==> config.mk <==
export PLATFORM = sky130hd
export DESIGN_NAME = mem_access_unit
export DESIGN_NICKNAME = d
export VERILOG_FILES = /design/src/rtl/mem_access_unit.sv
export SDC_FILE = /design/constraint.sdc
export NUM_CORES = 1
export LEC_CHECK = 0
export CORE_UTILIZATION = 53
export CTS_BUF_LIST = sky130_fd_sc_hd__clkbuf_2 sky130_fd_sc_hd__clkbuf_4 sky130_fd_sc_hd__clkbuf_8
export DETAILED_ROUTE_END_ITERATION = 16
export GPL_ROUTABILITY_DRIVEN = 0
export PLACE_DENSITY_LB_ADDON = 0.1
export SYNTH_ARGS = -nofsm -noshare
export SYNTH_HDL_FRONTEND = slang
export SYNTH_SLANG_ARGS = --single-unit
==> constraint.sdc <==
create_clock -name clk -period 6.49 [get_ports clk]
set_clock_uncertainty 0.1 [all_clocks]
set_input_delay 1.6225 -clock clk [delete_from_list [all_inputs] [get_ports clk]]
set_output_delay 1.6225 -clock clk [all_outputs]
set_load 0.005 [all_outputs]
==> src/rtl/mem_access_unit.sv <==
// Data-memory access unit: byte/half/word loads and stores
// over a single-ported word memory, with RMW for sub-word stores.
module mem_access_unit #(
  parameter int MEM_BYTES = 128
) (
  input  logic        clk,
  input  logic        rst_n,
  input  logic        req_valid,
  output logic        req_ready,
  input  logic        req_we,
  input  logic [1:0]  req_size,
  input  logic        req_signed,
  input  logic [31:0] req_addr,
  input  logic [31:0] req_wdata,
  output logic        resp_valid,
  output logic [31:0] resp_rdata,
  output logic        resp_err,
  output logic        mem_we,
  output logic [31:0] mem_addr,
  output logic [31:0] mem_wr_data,
  input  logic [31:0] mem_rd_data
);

  localparam logic [31:0] LIMIT = 32'(MEM_BYTES);

  localparam logic [1:0] SZ_B = 2'b00;
  localparam logic [1:0] SZ_H = 2'b01;
  localparam logic [1:0] SZ_W = 2'b10;
  localparam logic [1:0] SZ_X = 2'b11;

  typedef enum logic [1:0] {
    IDLE,
    RD,
    WR,
    RESP
  } state_t;

  state_t state;
  state_t state_nx;

  logic        we_q;
  logic        sgn_q;
  logic [1:0]  size_q;
  logic [31:0] addr_q;
  logic [15:0] wdata_q;
  logic [31:0] wr_word;

  logic        accept;
  logic        req_bad;
  logic [7:0]  rd_byte;
  logic [15:0] rd_half;
  logic [31:0] load_val;
  logic [31:0] merge_val;
  logic [31:0] word_addr;

  assign accept    = (state == IDLE) && req_valid;
  assign word_addr = {addr_q[31:2], 2'b00};

  // Classify the incoming request as illegal before it is accepted
  always_comb begin
    req_bad = 1'b0;
    if (req_size == SZ_X)
      req_bad = 1'b1;
    if (req_size == SZ_H && req_addr[0])
      req_bad = 1'b1;
    if (req_size == SZ_W && req_addr[1:0] != 2'b00)
      req_bad = 1'b1;
    if (req_addr >= LIMIT)
      req_bad = 1'b1;
  end

  // State register
  always_ff @(posedge clk or negedge rst_n) begin
    if (!rst_n)
      state <= IDLE;
    else
      state <= state_nx;
  end

  // Next-state and memory/handshake outputs
  always_comb begin
    state_nx    = state;
    req_ready   = 1'b0;
    resp_valid  = 1'b0;
    mem_we      = 1'b0;
    mem_addr    = '0;
    mem_wr_data = '0;
    unique case (state)
      IDLE: begin
        req_ready = 1'b1;
        if (req_valid) begin
          if (req_bad)
            state_nx = RESP;
          else if (req_we && req_size == SZ_W)
            state_nx = WR;
          else
            state_nx = RD;
        end
      end
      RD: begin
        mem_addr = word_addr;
        state_nx = we_q ? WR : RESP;
      end
      WR: begin
        mem_we      = 1'b1;
        mem_addr    = word_addr;
        mem_wr_data = wr_word;
        state_nx    = RESP;
      end
      RESP: begin
        resp_valid = 1'b1;
        state_nx   = IDLE;
      end
    endcase
  end

  // Little-endian lane select and extension of the read word
  always_comb begin
    rd_byte  = mem_rd_data[7:0];
    rd_half  = addr_q[1] ? mem_rd_data[31:16] : mem_rd_data[15:0];
    load_val = mem_rd_data;
    unique case (addr_q[1:0])
      2'd0: rd_byte = mem_rd_data[7:0];
      2'd1: rd_byte = mem_rd_data[15:8];
      2'd2: rd_byte = mem_rd_data[23:16];
      2'd3: rd_byte = mem_rd_data[31:24];
    endcase
    unique case (size_q)
      SZ_B: load_val = {{24{sgn_q & rd_byte[7]}}, rd_byte};
      SZ_H: load_val = {{16{sgn_q & rd_half[15]}}, rd_half};
      SZ_W: load_val = mem_rd_data;
      SZ_X: load_val = mem_rd_data;
    endcase
  end

  // Merge sub-word store data into the word just read
  always_comb begin
    merge_val = mem_rd_data;
    if (size_q == SZ_B) begin
      unique case (addr_q[1:0])
        2'd0: merge_val[7:0]   = wdata_q[7:0];
        2'd1: merge_val[15:8]  = wdata_q[7:0];
        2'd2: merge_val[23:16] = wdata_q[7:0];
        2'd3: merge_val[31:24] = wdata_q[7:0];
      endcase
    end else if (size_q == SZ_H) begin
      if (addr_q[1])
        merge_val[31:16] = wdata_q;
      else
        merge_val[15:0] = wdata_q;
    end
  end

  // Latch request fields at the accept edge
  always_ff @(posedge clk or negedge rst_n) begin
    if (!rst_n) begin
      we_q    <= 1'b0;
      sgn_q   <= 1'b0;
      size_q  <= SZ_B;
      addr_q  <= '0;
      wdata_q <= '0;
    end else if (accept) begin
      we_q    <= req_we;
      sgn_q   <= req_signed;
      size_q  <= req_size;
      addr_q  <= req_addr;
      wdata_q <= req_wdata[15:0];
    end
  end

  // Write word: full store data, or the merged word leaving RD
  always_ff @(posedge clk or negedge rst_n) begin
    if (!rst_n)
      wr_word <= '0;
    else if (accept)
      wr_word <= req_wdata;
    else if (state == RD)
      wr_word <= merge_val;
  end

  // Response registers update only on entry to RESP, then hold
  always_ff @(posedge clk or negedge rst_n) begin
    if (!rst_n) begin
      resp_rdata <= '0;
      resp_err   <= 1'b0;
    end else if (state != RESP && state_nx == RESP) begin
      resp_err   <= (state == IDLE);
      resp_rdata <= (state == RD && !we_q) ? load_val : '0;
    end
  end

endmodule

==> results.sh, run 1 <==
export IMPL_status="finished, final reports clean"
export IMPL_worstPathRequired_ns=4.77
export IMPL_place_area_um2=8610
export IMPL_grt_pass1_vias=6137
export IMPL_cts_tree="yes"
export IMPL_nFillCells=877
export IMPL_worstRegToRegCells=8
export IMPL_avgViaCountPerCell=5.76
export IMPL_root_buffer="clkbuf_8"
export IMPL_drive_above_1_share_pct=8.13
export IMPL_slowest_delay_ns=0.80
export IMPL_wl_per_cell_um=17.9
export IMPL_maxSlewHeadroom_pct=24.9
export IMPL_cts_buffers=17
export IMPL_p_leak_nw=4.06
export IMPL_fin_ws_ns=2.22
export IMPL_period_needed_ns=4.27
export IMPL_worstSetupEndpointType="primary output"
export IMPL_dr_first_iter_drc_count=563
export IMPL_clk_latency_ns=0.45
export IMPL_boundaryPins=203
export IMPL_dr_wl_met2_um=9200
export IMPL_finalInstanceArea_um2=9030
export IMPL_synth_area_um2=6610
export IMPL_path_class="reg -> out"
export IMPL_pre_cts_slack_ns=1.82
export IMPL_clkTransAtPathRegs_ns=0.07
export IMPL_ir_drop_mv=0.288
export IMPL_holdBufCountCts=0
export IMPL_grt_max_degree=67
export IMPL_critPathSlowestCell="ha_1"
export IMPL_clkSinkCount=119
export IMPL_cap_violations=0
export IMPL_avgSynthCellArea_um2=8.76
export IMPL_rsz0062_at_grt="no"
export IMPL_port_buffers=200
export IMPL_wl_met1_um=7990
export IMPL_die_w_um=114
export IMPL_syn2layout_area_growth_pct=36.7
export IMPL_fin_setup_tns_ns=0
export IMPL_highest_layer="met4"
export IMPL_crit_arrival_ns=2.54
export IMPL_dr_wl_met3_um=1710
export IMPL_ys_ff_latch=119
export IMPL_hpwl_um=14000
export IMPL_worstPathMaxFanout=31
export IMPL_initial_core_util_pct=54.8
export IMPL_hold_viol=0
export IMPL_die_h_um=114
export IMPL_synth_cells=754
export IMPL_worst_path_stages=4
export IMPL_path_buf_inv=2
export IMPL_drc_errors=0
export IMPL_antenna_found_initial=0
export IMPL_hold_path_class="reg -> reg"
export IMPL_fp_dieArea_um2=12900
export IMPL_grtUsageTotal_pct=31.2
export IMPL_critical_path_cell_chain="inv_1, ha_1, and2_1, clkdlybuf4s50_1"
export IMPL_drv_slew=0
export IMPL_cts_setup_buffers=0
export IMPL_via_count=6353
export IMPL_power_density_nw_per_um2=481
export IMPL_worst_slew_pin_slew_ns=1.13
export IMPL_grt_pass1_wl_um=30800
export IMPL_coreArea_um2=12100
export IMPL_cts_max_level=4
export IMPL_ctsResizeCount=0
export IMPL_hold_path_depth=2
export IMPL_synth_cell_type_count=48
export IMPL_clock_fmax_mhz=234
export IMPL_hold_worst_slack_ns=0.370
export IMPL_nNetsFinal=1029
export IMPL_routed_wl_um=19700
export IMPL_crit_path_start_kind="flip-flop"
export IMPL_diodes=0
export IMPL_yosysSeqAreaShare_pct=45.1
export IMPL_p_total_mw=4.34
export IMPL_placementRows=40
export IMPL_final_util_pct=74.9
export IMPL_stdcell_count=1103
export IMPL_yosys_warnings=0
export IMPL_cp_top_family="adder cells"
export IMPL_dpl_cell_count=1071
export IMPL_post_route_period_util_pct=65.7
export IMPL_overflow=0
export IMPL_cts_buffer_depth=2
export IMPL_setup_violations=0
export IMPL_dr_pass1_iters=5
export IMPL_drtAntennaViolNets=0
placed cells by master, fill, tap and decap left out, drive strengths merged, types with 2 or more instances in the layout:
| master | n |
|---|---|
| nand2 | 207 |
| clkdlybuf4s50 | 199 |
| dfrtp | 119 |
| and2 | 63 |
| nor2 | 40 |
| nand2b | 25 |
| clkbuf | 25 |
| o21ai | 21 |
| mux2 | 21 |
| a31oi | 19 |
| o211ai | 17 |
| o22a | 16 |
| a32o | 15 |
| nor3 | 15 |
| mux2i | 13 |
| nor2b | 11 |
| a21oi | 9 |
| nand3 | 9 |
| a21o | 9 |
| inv | 8 |
| a211oi | 8 |
| a31o | 8 |
| o32ai | 7 |
| nor4 | 7 |
| buf | 6 |
| o22ai | 5 |
| o31ai | 5 |
| ha | 4 |
| clkinv | 4 |
| a221oi | 3 |
| conb | 2 |
| clkinvlp | 2 |
| bufinv | 2 |
| or2 | 2 |
cells by family (layout without fill, tap and decap cells):
| kind of cell | after synthesis | after routing | synth area share [%] |
|---|---|---|---|
| buffers and inverters | 66 | 246 | 4.32 |
| and+or+nand+nor | 382 | 382 | 26.8 |
| DFF | 119 | 119 | 45.1 |
| AOI/OAI and AO/OA | 147 | 147 | 16.4 |
| other | 1 | 2 | 0.0568 |
| muxes | 35 | 35 | 6.63 |
| adders and majority gates | 4 | 4 | 0.758 |
metal layers:
metal | up-vias | global-route usage, %
li1 | 2931 | -
met1 | 3003 | 39.1
met3 | 71 | 9.14
met2 | 348 | 48.9
met4 | 0 | 16.5
met5 | - | 0
cell type report:
| class | instances | area, µm² | area share, % |
|---|---|---|---|
| inverters | 9 | 33.8 | 0.374 |
| flip-flops and latches | 119 | 2980 | 33.0 |
| well taps | 168 | 210 | 2.33 |
| clock buffers | 25 | 332 | 3.67 |
| repair buffers | 205 | 2040 | 22.5 |
| clock inverters | 7 | 90.1 | 0.997 |
| multi-input cells | 570 | 3350 | 37.1 |
worst reg2reg max path, stage by stage (launching register included):
cell and delay, ns:
dfrtp_1 0.42, inv_1 0.09, ha_2 0.93, nand2b_4 0.16, a22o_1 0.24, or3_4 0.38, or2_1 0.63, buf_4 0.39
a32o_1 0.22
registers in the layout (all words and copies together) (netlist names):
register and cells:
sgn_q 1, resp_rdata 32, resp_err 1, size_q 2, wr_word 32, addr_q 32, we_q 1, wdata_q 16
state 2
path summary, 6_finish.rpt:
kind	start	to	slack [ns]
max in group asynchronous	rst_n	addr_q[25]	3.90
min reg2reg	addr_q[28]	addr_q[28]	0.37
max	state[0]	mem_addr[28]	2.22
min	addr_q[28]	addr_q[28]	0.37
min in group asynchronous	rst_n	resp_rdata[27]	1.13
max reg2reg	state[1]	resp_rdata[20]	2.81
synth_stat cells (all sizes together):
master	number	area [µm²]
nand2	207	777
dfrtp	119	2980
and2	63	394
clkbuf	43	161
nor2	40	150
nand2b	25	164
mux2	21	285
o21ai	21	105
a31oi	19	119
o211ai	17	128
o22a	16	140
a32o	15	150
nor3	15	80.1
buf	14	90.1
mux2i	13	130
nor2b	11	68.8
a21o	9	67.6
a21oi	9	45.0
nand3	9	45.0
a211oi	8	60.1
a31o	8	70.1
inv	8	30.0
nor4	7	50.1
o32ai	7	61.3
o22ai	5	31.3
o31ai	5	37.5
ha	4	50.1
a221oi	3	26.3
or2	2	12.5
a211o	1	8.76
a22o	1	8.76
a22oi	1	7.51
clkinv	1	3.75
conb	1	3.75
mux4	1	22.5
nand3b	1	7.51
nor4b	1	8.76
o21a	1	7.51
o221ai	1	8.76
or3	1	11.3
where the power goes:
group	total, mW	leakage, nW	switching [mW]	internal (mW)
Clock	0.702	0.215	0.293	0.409
Combinational	2.31	2.35	1.13	1.18
Sequential	1.33	1.50	0.256	1.08
Total	4.34	4.06	1.68	2.66
Power figures use the tool's default switching activity.
==> inputs of run 2 (changes only) <==
--- a/config.mk
+++ b/config.mk
@@ -5,7 +5,7 @@
 export SDC_FILE = /design/constraint.sdc
 export NUM_CORES = 1
 export LEC_CHECK = 0
-export CORE_UTILIZATION = 53
+export CORE_UTILIZATION = 44
 export CTS_BUF_LIST = sky130_fd_sc_hd__clkbuf_2 sky130_fd_sc_hd__clkbuf_4 sky130_fd_sc_hd__clkbuf_8
 export DETAILED_ROUTE_END_ITERATION = 16
 export GPL_ROUTABILITY_DRIVEN = 0
==> constraint.sdc (replaced) <==
create_clock -name clk -period 3.6 [get_ports clk]
set_clock_uncertainty 0.1 [all_clocks]
set_input_delay 0.9 -clock clk [delete_from_list [all_inputs] [get_ports clk]]
set_output_delay 0.9 -clock clk [all_outputs]
set_load 0.005 [all_outputs]
==> run 2 against run 1 <==
  * Cell count rose by 2.5%
  * Die area grew 20%
  * Non-clock buffer count increased by 13
  * Register-to-register slack lost 2.0 ns
  * Largest cell class unchanged
  * Clock-buffer cell count up 2
  * Core utilization is 12 points lower
  * Global-route usage is 4.2 points lower
  * Final area is 1.1% higher
  * First-iteration DRC count shrank 23%
  * Highest routed layer unchanged
  * Critical endpoint is now mem_addr[30]
  * Sequential share of layout area shrank 0.36 points
==> results.sh, run 2 (synthesis gave the netlist of run 1 again) <==
export IMPL_fin_ws_ns=0.311
export IMPL_clock_fmax_mhz=304
export IMPL_via_count=6348
export IMPL_routed_wl_um=20600
export IMPL_boundaryPins=203
export IMPL_initial_core_util_pct=45.3
export IMPL_path_class="reg -> out"
export IMPL_pre_cts_slack_ns=0.261
export IMPL_grt_pass1_vias=6303
export IMPL_hold_path_class="reg -> reg"
export IMPL_swShare_pct=38.8
export IMPL_ctsResizeCount=0
export IMPL_coreArea_um2=14600
export IMPL_die_w_um=125
export IMPL_cts_max_level=4
export IMPL_internal_power_mw=4.78
export IMPL_status="finished, final reports clean"
export IMPL_port_buffers=200
export IMPL_cap_violations=0
export IMPL_nFillCells=1292
export IMPL_clkSinkCount=119
export IMPL_largestRegisters="addr_q (32), resp_rdata (32), wr_word (32)"
export IMPL_maxSlewHeadroom_pct=36.1
export IMPL_worstPathRequired_ns=2.60
export IMPL_clkTransAtPathRegs_ns=0.07
export IMPL_dr_wl_met2_um=9800
export IMPL_power_density_nw_per_um2=855
export IMPL_final_common_cell="nand2_1"
export IMPL_root_buffer="clkbuf_8"
export IMPL_nNetsFinal=1042
export IMPL_cts_tree="yes"
export IMPL_syn2layout_area_growth_pct=38.3
export IMPL_critPathSlowestCell="clkdlybuf4s50_1"
export IMPL_p_comb_share_pct=54.7
export IMPL_p_total_mw=7.81
export IMPL_finalInstanceArea_um2=9130
export IMPL_overflow=0
export IMPL_wl_met1_um=8560
export IMPL_stdcell_count=1131
export IMPL_most_common_layout_cells="nand2_1, clkdlybuf4s50_1, dfrtp_1"
export IMPL_crit_arrival_ns=2.29
export IMPL_hpwl_um=15000
export IMPL_p_switching_mw=3.03
export IMPL_dr_pass1_iters=5
export IMPL_rsz0062_at_grt="no"
export IMPL_multiInputGateArea_um2=3350
export IMPL_place_area_um2=8770
export IMPL_worstSetupEndpointType="primary output"
export IMPL_antenna_found_initial=0
export IMPL_dr_first_iter_drc_count=435
export IMPL_wl_per_cell_um=18.2
export IMPL_dpl_cell_count=1100
export IMPL_final_util_pct=62.6
export IMPL_p_clk_share_pct=14.7
export IMPL_slowest_delay_ns=0.53
export IMPL_drv_slew=0
export IMPL_p_leak_nw=4.12
export IMPL_ir_drop_mv=0.377
export IMPL_drtAntennaViolNets=0
export IMPL_crit_path_start_kind="flip-flop"
export IMPL_avgViaCountPerCell=5.61
export IMPL_grt_max_degree=77
export IMPL_diodes=0
export IMPL_cts_setup_buffers=0
export IMPL_grt_pass1_wl_um=32900
export IMPL_drive_above_1_share_pct=9.29
export IMPL_holdBufCountCts=0
export IMPL_grtUsageTotal_pct=26.9
export IMPL_setup_violations=0
export IMPL_dr_wl_met3_um=1570
export IMPL_hold_worst_slack_ns=0.372
export IMPL_period_needed_ns=3.29
export IMPL_drc_errors=0
export IMPL_fp_dieArea_um2=15500
export IMPL_worst_slew_pin_slew_ns=0.958
export IMPL_seqPwrFrac_pct=30.7
export IMPL_highest_layer="met4"
export IMPL_post_route_period_util_pct=91.4
export IMPL_critical_path_cell_chain="inv_1, ha_1, buf_4, and2_1, clkdlybuf4s50_1"
export IMPL_placementRows=44
export IMPL_die_h_um=125
export IMPL_clk_latency_ns=0.44
export IMPL_fin_setup_tns_ns=0
export IMPL_regArea_um2=2980
export IMPL_hold_viol=0
export IMPL_cts_buffer_depth=2
export IMPL_cts_buffers=17
export IMPL_worstPathMaxFanout=25
[run 2: area by class of cell]
| class | instances | area share, % |
|---|---|---|
| timing repair buffer | 218 | 23.8 |
| inverter | 9 | 0.370 |
| clock buffer | 27 | 3.52 |
| multi-input combinational | 570 | 36.7 |
| clock inverter | 4 | 0.493 |
| sequential | 119 | 32.6 |
| tap | 184 | 2.52 |
[run 2: final timing paths]
kind                                  end  depth (start not counted)  startpoint  slack [ns]
hold / removal                  addr_q[7]                          2   addr_q[7]        0.37
setup / recovery             mem_addr[30]                          5    state[0]        0.31
min in group asynchronous  resp_rdata[26]                          1       rst_n        0.51
setup reg to reg           resp_rdata[31]                          9    state[0]        0.79
hold reg to reg                 addr_q[7]                          2   addr_q[7]        0.37
max in group asynchronous       addr_q[4]                          2       rst_n        2.05
[run 2: power groups by stage]
| stage | Sequential [mW] | Combinational [mW] | Clock, mW |
|---|---|---|---|
| 2_1_floorplan | 2.23 | 2.66 | 0 |
| 3_3_place_gp | 2.38 | 4.17 | 0 |
| 3_5_place_dp | 2.40 | 4.26 | 0 |
| 4_1_cts | 2.39 | 4.29 | 1.16 |
| 5_1_grt | 2.47 | 4.67 | 1.23 |
| 6_report | 2.40 | 4.27 | 1.15 |
[run 2: per-layer routing]
metal	GRT usage, %	up-vias
li1	-	2950
met1	33.5	3060
met2	42.9	289
met3	7.69	49
met4	13.1	0
met5	0	-
[run 2: worst max-delay path: cells and delay by family, from the launching register on]
| family | cells | cell delay [ns] |
|---|---|---|
| adder cells (fa/ha/maj) | 1 | 0.39 |
| buffers and inverters | 3 | 0.89 |
| flip-flops | 1 | 0.40 |
| AND/OR/NAND/NOR | 1 | 0.17 |
